### src/rtl/bomber_pkg.sv
// Shared types for the bomber player controller: cell coordinates, FSM states
// and the decoded movement direction.
package bomber_pkg;

    localparam int COORD_W = 4;

    typedef logic [COORD_W-1:0] coord_t;

    typedef enum logic [1:0] {
        S_IDLE,
        S_CHECK,
        S_HOLD
    } state_t;

    typedef enum logic [2:0] {
        DIR_NONE,
        DIR_UP,
        DIR_DOWN,
        DIR_LEFT,
        DIR_RIGHT
    } dir_t;

endpackage

### src/rtl/key_debounce.sv
// Single-key debouncer: the stable level follows the raw key only after
// DEB_CYCLES consecutive raw samples that disagree with it.
module key_debounce #(
    parameter int DEB_CYCLES = 4
) (
    input  logic clk,
    input  logic rst,
    input  logic raw,
    output logic stable
);

    localparam int CW = (DEB_CYCLES > 1) ? $clog2(DEB_CYCLES) : 1;
    localparam logic [CW-1:0] RELOAD = CW'(DEB_CYCLES - 1);

    logic [CW-1:0] cnt;

    // Down-counter runs while raw differs from stable; terminal count flips stable.
    always_ff @(posedge clk) begin
        if (rst) begin
            stable <= 1'b0;
            cnt    <= RELOAD;
        end else if (raw == stable) begin
            cnt <= RELOAD;
        end else if (cnt == '0) begin
            stable <= raw;
            cnt    <= RELOAD;
        end else begin
            cnt <= cnt - 1'b1;
        end
    end

endmodule

### src/rtl/bomber_player_ctrl.sv
// Player movement and bomb-placement controller for a grid playfield.
//
//   state   | meaning
//   --------+-----------------------------------------------------------
//   S_IDLE  | no direction being acted on; waits for a debounced key
//   S_CHECK | one cycle: target cell presented on the wall query port
//   S_HOLD  | key still held; down-counter times the next auto-repeat
module bomber_player_ctrl
    import bomber_pkg::*;
#(
    parameter int GRID_W     = 15,
    parameter int GRID_H     = 13,
    parameter int START_X    = 1,
    parameter int START_Y    = 1,
    parameter int DEB_CYCLES = 4,
    parameter int REPEAT_DLY = 8,
    parameter int REPEAT_PER = 4
) (
    input  logic               clk,
    input  logic               rst,
    input  logic               up,
    input  logic               down,
    input  logic               left,
    input  logic               right,
    input  logic               action,
    output logic [COORD_W-1:0] query_x,
    output logic [COORD_W-1:0] query_y,
    output logic               query_valid,
    input  logic               query_wall,
    output logic [COORD_W-1:0] pos_x,
    output logic [COORD_W-1:0] pos_y,
    output logic               moved,
    output logic               bomb_req,
    input  logic               bomb_ack,
    output logic [COORD_W-1:0] bomb_x,
    output logic [COORD_W-1:0] bomb_y
);

    localparam int HMAX = (REPEAT_DLY > REPEAT_PER) ? REPEAT_DLY : REPEAT_PER;
    localparam int HCW  = $clog2(HMAX + 1);
    localparam logic [HCW-1:0] LOAD_DLY = HCW'(REPEAT_DLY);
    localparam logic [HCW-1:0] LOAD_PER = HCW'(REPEAT_PER);
    // Leaving S_HOLD at 2 absorbs the HOLD->CHECK and CHECK->move edges, so
    // consecutive moved pulses are exactly REPEAT_DLY / REPEAT_PER apart.
    localparam logic [HCW-1:0] HOLD_TC  = HCW'(2);

    logic [4:0] keys_raw;
    logic [4:0] keys;

    assign keys_raw = {action, right, left, down, up};

    for (genvar i = 0; i < 5; i++) begin : g_deb
        key_debounce #(.DEB_CYCLES(DEB_CYCLES)) u_deb (
            .clk    (clk),
            .rst    (rst),
            .raw    (keys_raw[i]),
            .stable (keys[i])
        );
    end

    state_t         state;
    dir_t           dir;
    dir_t           hold_dir;
    logic [HCW-1:0] hold_cnt;
    logic           rep;
    coord_t         tgt_x;
    coord_t         tgt_y;
    logic           tgt_in;
    logic           act_prev;

    // Fixed-priority direction pick: up > down > left > right.
    always_comb begin
        dir = DIR_NONE;
        if (keys[0])      dir = DIR_UP;
        else if (keys[1]) dir = DIR_DOWN;
        else if (keys[2]) dir = DIR_LEFT;
        else if (keys[3]) dir = DIR_RIGHT;
    end

    // Neighbouring cell in the active direction and whether it is on the grid.
    always_comb begin
        tgt_x  = pos_x;
        tgt_y  = pos_y;
        tgt_in = 1'b0;
        case (dir)
            DIR_UP: begin
                tgt_y  = pos_y - 1'b1;
                tgt_in = (pos_y != '0);
            end
            DIR_DOWN: begin
                tgt_y  = pos_y + 1'b1;
                tgt_in = (pos_y != coord_t'(GRID_H - 1));
            end
            DIR_LEFT: begin
                tgt_x  = pos_x - 1'b1;
                tgt_in = (pos_x != '0);
            end
            DIR_RIGHT: begin
                tgt_x  = pos_x + 1'b1;
                tgt_in = (pos_x != coord_t'(GRID_W - 1));
            end
            default: ;
        endcase
    end

    // Movement FSM with registered query, position and moved outputs.
    always_ff @(posedge clk) begin
        if (rst) begin
            state       <= S_IDLE;
            pos_x       <= coord_t'(START_X);
            pos_y       <= coord_t'(START_Y);
            moved       <= 1'b0;
            query_valid <= 1'b0;
            query_x     <= '0;
            query_y     <= '0;
            hold_cnt    <= '0;
            hold_dir    <= DIR_NONE;
            rep         <= 1'b0;
        end else begin
            moved       <= 1'b0;
            query_valid <= 1'b0;
            case (state)
                S_IDLE: begin
                    if (dir != DIR_NONE) begin
                        hold_dir <= dir;
                        if (tgt_in) begin
                            state       <= S_CHECK;
                            query_valid <= 1'b1;
                            query_x     <= tgt_x;
                            query_y     <= tgt_y;
                            rep         <= 1'b0;
                        end else begin
                            state    <= S_HOLD;
                            hold_cnt <= LOAD_DLY;
                        end
                    end
                end
                S_CHECK: begin
                    if (!query_wall) begin
                        pos_x <= query_x;
                        pos_y <= query_y;
                        moved <= 1'b1;
                    end
                    state    <= S_HOLD;
                    hold_cnt <= rep ? LOAD_PER : LOAD_DLY;
                end
                S_HOLD: begin
                    if (dir != hold_dir) begin
                        state <= S_IDLE;
                    end else if (hold_cnt <= HOLD_TC) begin
                        if (tgt_in) begin
                            state       <= S_CHECK;
                            query_valid <= 1'b1;
                            query_x     <= tgt_x;
                            query_y     <= tgt_y;
                            rep         <= 1'b1;
                        end else begin
                            hold_cnt <= LOAD_PER;
                        end
                    end else begin
                        hold_cnt <= hold_cnt - 1'b1;
                    end
                end
                default: state <= S_IDLE;
            endcase
        end
    end

    // Bomb request: captured on a debounced action edge, held until acked.
    always_ff @(posedge clk) begin
        if (rst) begin
            act_prev <= 1'b0;
            bomb_req <= 1'b0;
            bomb_x   <= '0;
            bomb_y   <= '0;
        end else begin
            act_prev <= keys[4];
            if (!bomb_req) begin
                if (keys[4] && !act_prev) begin
                    bomb_req <= 1'b1;
                    bomb_x   <= pos_x;
                    bomb_y   <= pos_y;
                end
            end else if (bomb_ack) begin
                bomb_req <= 1'b0;
            end
        end
    end

endmodule

### config.mk
export PLATFORM = sky130hd
export DESIGN_NAME = bomber_player_ctrl
export DESIGN_NICKNAME = d
export VERILOG_FILES = /design/src/rtl/bomber_pkg.sv /design/src/rtl/key_debounce.sv /design/src/rtl/bomber_player_ctrl.sv
export SDC_FILE = /design/constraint.sdc
export NUM_CORES = 1
export LEC_CHECK = 0
export ABC_AREA = 1
export CELL_PAD_IN_SITES_DETAIL_PLACEMENT = 0
export CELL_PAD_IN_SITES_GLOBAL_PLACEMENT = 1
export CORE_MARGIN = 2
export CORE_UTILIZATION = 30
export CTS_CLUSTER_SIZE = 28
export DETAILED_ROUTE_END_ITERATION = 7
export PLACE_DENSITY = 0.64
export SYNTH_ARGS = -nofsm -noshare
export SYNTH_HDL_FRONTEND = slang
export SYNTH_SLANG_ARGS = --single-unit
### constraint.sdc
create_clock -name clk -period 3.5 [get_ports clk]
set_input_delay 0.35 -clock clk [delete_from_list [all_inputs] [get_ports clk]]
set_output_delay 0.35 -clock clk [all_outputs]
set_load 0.02 [all_outputs]
== Yosys cells after proc, flatten, opt, wreduce, memory -nomap -nowiden ==
Cells that the tools add are included.
Storage, ports and cells
  input port bits: 9
  logic and storage cells: 142
  register bits: 53
  output and inout bits: 27
Cells by class
  reductions and logical operators: 31
  add/subtract/negate cells: 10
  eq/ne operators: 23
  bitwise gates (word level): 8
  magnitude comparators: 1
  mux-type cells: 45
Operators with widths (count)
  4-bit two-way mux: 14
  4-bit case mux with 2 select lines: 4
  2-bit AND reduction: 8
  3-bit OR reduction: 5
  1-bit two-way mux: 13
  2-bit zero test: 6
  3-bit two-way mux: 4
  2-bit inequality test, second input constant: 6
  4-bit case mux with 3 select lines: 1
  4-bit by 1-bit subtractor with 4-bit output, second input constant: 3
  2-bit two-way mux: 5
  2-bit by 1-bit subtractor with 2-bit output, second input constant: 5
  3-bit inequality test, second input constant: 3
  4-bit by 1-bit adder with 4-bit output, second input constant: 2
  4-bit inequality test, second input constant: 2
  1-bit NOT: 8
  4-bit nonzero test: 2
  3-bit by 2-bit == test with 1-bit output, second input constant: 2
  2-bit case mux with 3 select lines: 1
  6-bit AND reduction: 1
  3-bit nonzero test: 2
  1-bit == test: 5
  5-bit AND reduction: 1
  4-bit by 2-bit less-or-equal comparator with 1-bit output, second input constant: 1
  other kinds (13): 14

== Depth between registers and ports, before layout ==
  depth after elaboration: 10
  gate-level depth with buffers: 13
  mapped depth without buffers: 13

== Cells and area by module ==
From an unflattened synthesis, not the netlist that was laid out.
Unflattened totals
  cells, all modules: 396
  area, all modules: 2867.8 µm²
Modules (own cells, without submodules)
  bomber_player_ctrl: cells each 306, times used 1, area an instance 2192.1 µm²
  key_debounce: cells each 18, times used 5, area an instance 135.1 µm²

== Least setup slack after synthesis ==
OpenSTA, ideal clock, no wires.
  kind: reg-to-reg
  from: register g_deb[1].u_deb.stable
  to: register query_y[3]
  cell stages (with the launch flop): 12
  arrival time: 1651 ps
  path slack: 1719 ps
  data required time: 3370 ps
  period minus slack after synthesis: 1781 ps
  cell sequence: dfxtp_1 inv_2 nor2_1 inv_1 ha_1 a21oi_1 nand2_1 o21ai_0 xor2_1 inv_1 nand3_1 a21oi_1
Between the ends
  longest elaborated chain between the ends: 8
  elaborated cells between the ends (all ways): 18
Ends and longest elaborated chain
  start: declaration: RTL line key_debounce.sv:9  | output logic stable
  start signal: assignment: RTL line key_debounce.sv:25  | stable <= raw;
  3-bit two-way mux *: RTL line bomber_player_ctrl.sv:75  | else if (keys[1]) dir = DIR_DOWN;
  3-bit two-way mux *: RTL line bomber_player_ctrl.sv:74  | if (keys[0]) dir = DIR_UP;
  3-bit == test (tied with other cells): RTL line bomber_player_ctrl.sv:85  | case (dir)
  1-bit case mux with 4 select lines / 4-bit case mux with 2 select lines (equally long branches): RTL line bomber_player_ctrl.sv:85
  4-bit two-way mux: RTL line bomber_player_ctrl.sv:126, bomber_player_ctrl.sv:151
  4-bit two-way mux: RTL line bomber_player_ctrl.sv:150  | end else if (hold_cnt <= HOLD_TC) begin
  4-bit two-way mux: RTL line bomber_player_ctrl.sv:148  | if (dir != hold_dir) begin
  4-bit case mux with 2 select lines: RTL line bomber_player_ctrl.sv:122  | case (state)
  end signal: assignment: RTL line bomber_player_ctrl.sv:130  | query_y <= tgt_y;
  end signal: assignment: RTL line bomber_player_ctrl.sv:155  | query_y <= tgt_y;
  end: declaration: RTL line bomber_player_ctrl.sv:27  | output logic [COORD_W-1:0] query_y,
Mark *: on every way between the ends. The rest lies on a longest branch, timed or not. The select of a mux whose other input is x is not followed.
A chain may end at the register's enable or synchronous reset.

== Worst setup path in the final report ==
Ends and elaborated chain as after synthesis.

==> metrics list <==
* Leak Pwr: 1.49 nW
- Measured on the finished design, the core utilization comes to 37.6%.
- Die Area: 0.00991 sq mm
* Distinct cells, synth: 30
- CTS-repair resized insts: 0
- TritonCTS built the clock tree.
- Longest individual stage delay on the worst path: 0.42 ns
- The share of total power dissipated in the clock network is 24.3%.
- Timing would allow up to 494 MHz.
- The worst hold path begins at g_deb[0].u_deb.cnt[0].
- The kind of cell with the highest combined delay along the critical path is flip-flops.
* Data arrival at the endpoint of the critical path: 2.19 ns
- The first routing iteration left 65 violations.
* RePlAce Congestion: 0.781
- The share of total power dissipated in combinational logic is 34.7%.
- The path class of the tightest hold or removal check is flop to flop.
* Min Tclk post-route: 2.03 ns
- The internal power of the cells totals 0.00112 W.
- Most common cell after layout, fill and taps aside: sky130_fd_sc_hd__nand2_1
* I/O Pins: 36
* Number of antenna repair diodes: 0
* Post-CTS clock slew at the launch and capture registers of the worst setup and hold paths: 0.10 ns
- Number of max-cap violations: 0
- Total of hold buffers inserted after clock tree synthesis: 0
* Post-DR wirelength/cell: 11.9 um
- The tightest hold path in the finished design has a slack of 0.398 ns.
- The worst setup path is launched from a flop.
- The worst setup path is of the flop to flop kind.
- After detailed routing, the number of remaining DRC violations is 0.
- Floorplan row count: 34
- The first global-routing pass estimated 10,800 um of wire.
* Final setup violation count: 0
- Crit Reg-Reg Startpoint: g_deb[1].u_deb.stable
- The initial antenna violation count was 0.
* Avg Cell Area, Syn: 7.40 sq um
* Peak supply drop: 226 uV
* Total negative slack for setup checks: 0 ns
* Share of cells above drive strength 1: 7.13%
* RSZ-0062 raised after global routing: false
* Cell area power density: 534 mW/mm^2
* Total routing resource utilization after global routing: 13.5%
* Initial core utilization: 31.1%
- Net switching is 36.8% of the power.
* Final hold viol count: 0
* Count of placed standard cells including taps: 507
- Number of warnings issued by yosys: 0
* Length in cells of the worst reg-to-reg path: 11
- Destination of the worst register-to-register timing path: query_y[3]
- Measured along the x axis, the die boundary spans 99.6 um.
* Vertical die dimension: 99.6 um
* Yosys top cell area share: 38.7%
- In this run, CTS created clock tree buffers numbering 5.
- Synth area leader: sky130_fd_sc_hd__dfxtp_1
* Clock Path Buffers: 2
- The analysis attributes to net switching a power of 0.000649 W.
- Counting instances, the worst hold path has a depth of 1.
* Detail Route Antenna Nets: 0
- Pins over their slew limit: 0
- Insertion delay to the later sink of the worst-skew pair: 0.31 ns
* Largest cells by area after synthesis: sky130_fd_sc_hd__dfxtp_1 (39%), sky130_fd_sc_hd__nand2_1 (11%), sky130_fd_sc_hd__ha_1 (7.3%)
- Counting every instance in the synthesized netlist gives 370.
- At the pin with the least slew margin, the transition time is 0.813 ns.
- Relative slew slack: 45.6%
* Core outline area: 0.00881 sq mm
- For this design, the slowest cell found on the critical path is sky130_fd_sc_hd__dfxtp_1.
- At the worst endpoint, the required time is 3.66 ns.
* Worst Path Buf+Inv: 3
* Portion of total power attributed to sequential cells: 41.0%
* First-pass detailed-route iteration total: 4
- Area of all placed cells without fillers: 0.00331 sq mm
- CP max FO: 6
- Overall via count from detail_route: 2,351
- Input/output buffers: 35
- Pin count of the biggest net entering global routing: 19
* Status: finished, final reports clean
- The worst setup path is captured at a flop.
- Commonest cells after routing, fill and taps aside: sky130_fd_sc_hd__nand2_1 (81), sky130_fd_sc_hd__inv_1 (53), sky130_fd_sc_hd__dfxtp_1 (53)
- The via count of the first global-routing pass is 2,249.
- Area Overhead vs Synth: 20.7%
- Sequential area share after synthesis: 38.7%
- Sink Count: 53
* DRT Wirelength: 6140 um
* Filler Cell Count: 949
- Maximum clock skew at final layout: 0.00391 ns
- Summed over all nets, the half-perimeter wirelength after detailed placement is 4600 um.
- Excluding fillers, the count of instances in the completed layout stands at 515.
- The path with the worst hold slack has its endpoint at g_deb[0].u_deb.cnt[0].
- Post-detailed-placement cell area: 0.00320 sq mm
- The number of nets handed over by synthesis was 397.
* Cell-by-cell trace of the critical path: inv_2 -> nor2_1 -> inv_1 -> ha_1 -> a21oi_1 -> nand2_1 -> o21ai_0 -> xor2_1 -> inv_1 -> nand3_1 -> a21oi_1
- Dividing the final minimum period by the clock period gives 57.9%.
- Library cell used as clock root buffer: sky130_fd_sc_hd__clkbuf_8
* Layout net count: 433
- Across all register-to-register paths, the minimum setup slack is 1.47 ns.
- CTS H-Tree Depth: 2
- Total congestion overflow: 0
* Postcts setup bufs: 0
* Total of flip-flops plus latches after synthesis: 53
* Mapped Area: 0.00274 sq mm
* Number of vias per cell after detailed routing: 4.57
==> cell type report <==
type	count	area [sq um]	area share, %
inverter	55	206	6.24
tap	108	135	4.09
clock buffer	6	72.6	2.19
multi-input combinational	253	1420	42.9
timing repair buffer	38	373	11.3
clock inverter	2	38.8	1.17
sequential	53	1060	32.1
==> per-layer routing <==
layer | track usage, % | part of all wire (%)
met1 | 17.9 | 49
met2 | 22.8 | 47
met3 | 2.67 | 2.9
met4 | 2.85 | 0.99
met5 | 0 | 0
==> Yosys cell counts <==
| library cell | instances |
|---|---|
| sky130_fd_sc_hd__nand2_1 | 81 |
| sky130_fd_sc_hd__dfxtp_1 | 53 |
| sky130_fd_sc_hd__inv_1 | 53 |
| sky130_fd_sc_hd__a21oi_1 | 33 |
| sky130_fd_sc_hd__nor2_1 | 33 |
| sky130_fd_sc_hd__o21ai_0 | 33 |
| sky130_fd_sc_hd__ha_1 | 16 |
| sky130_fd_sc_hd__nand3_1 | 15 |
| sky130_fd_sc_hd__clkbuf_1 | 7 |
| sky130_fd_sc_hd__a211oi_1 | 6 |
| sky130_fd_sc_hd__nand2_2 | 4 |
| sky130_fd_sc_hd__nor2_4 | 4 |
| sky130_fd_sc_hd__xor2_1 | 4 |
| sky130_fd_sc_hd__nor2_2 | 3 |
| sky130_fd_sc_hd__nor3_1 | 3 |
| sky130_fd_sc_hd__xnor2_1 | 3 |
| sky130_fd_sc_hd__fa_1 | 2 |
| sky130_fd_sc_hd__inv_2 | 2 |
| sky130_fd_sc_hd__nand2_4 | 2 |
| sky130_fd_sc_hd__nand3_4 | 2 |
| sky130_fd_sc_hd__o211ai_1 | 2 |
| sky130_fd_sc_hd__a21oi_4 | 1 |
| sky130_fd_sc_hd__buf_6 | 1 |
| sky130_fd_sc_hd__clkbuf_8 | 1 |
| sky130_fd_sc_hd__mux2_2 | 1 |
| sky130_fd_sc_hd__mux2i_1 | 1 |
| sky130_fd_sc_hd__nand3b_1 | 1 |
| sky130_fd_sc_hd__o21ai_1 | 1 |
| sky130_fd_sc_hd__o21bai_1 | 1 |
| sky130_fd_sc_hd__or3_1 | 1 |
==> registers in the layout, summed over array words and instances (netlist names), 3 cells and up <==
signal              flops
g_deb.u_deb.cnt        10
g_deb.u_deb.stable      5
bomb_x                  4
bomb_y                  4
hold_cnt                4
pos_x                   4
pos_y                   4
query_x                 4
query_y                 4
hold_dir                3
==> power by group through the flow <==
stage	registers [W]	clock network, W	logic [W]
2_1_floorplan	0.000744	0	0.000459
3_3_place_gp	0.000740	0	0.000629
3_5_place_dp	0.000741	0	0.000623
4_1_cts	0.000727	0.000444	0.000626
5_1_grt	0.000736	0.000465	0.000724
6_report	0.000723	0.000428	0.000613
==> kinds of logic after synthesis <==
group / count (synthesis) / synth area share, %
flip-flops: 53 / 38.7
XOR/XNOR: 7 / 2.24
AO/OA/AOI/OAI: 77 / 15.3
multiplexers: 2 / 0.777
adder cells (fa/ha/maj): 18 / 8.77
AND/OR/NAND/NOR: 149 / 24.8
buffers and inverters: 64 / 9.41
==> stage by stage <==
step / total power [W] / setup slack, ns
floorplan: 0.00120 / 1.72
global route: 0.00192 / 1.20
CTS: 0.00180 / 1.47
global placement: 0.00137 / 1.35
detailed placement: 0.00136 / 1.30
finish: 0.00177 / 1.47
==> worst max-delay path by stage <==
stage | startpoint | to | slack (ns) | cells after the start
final | g_deb[1].u_deb.stable | query_y[3] | 1.47 | 11
after global routing | hold_cnt[0] | query_y[1] | 1.20 | 10
after global placement | rst | g_deb[2].u_deb.cnt[1] | 1.35 | 6
after CTS | g_deb[1].u_deb.stable | query_y[3] | 1.47 | 11
after detailed placement | rst | g_deb[0].u_deb.cnt[1] | 1.30 | 6
after floorplan | g_deb[1].u_deb.stable | query_y[3] | 1.72 | 11
No activity file was read; power rests on OpenSTA's default activity.
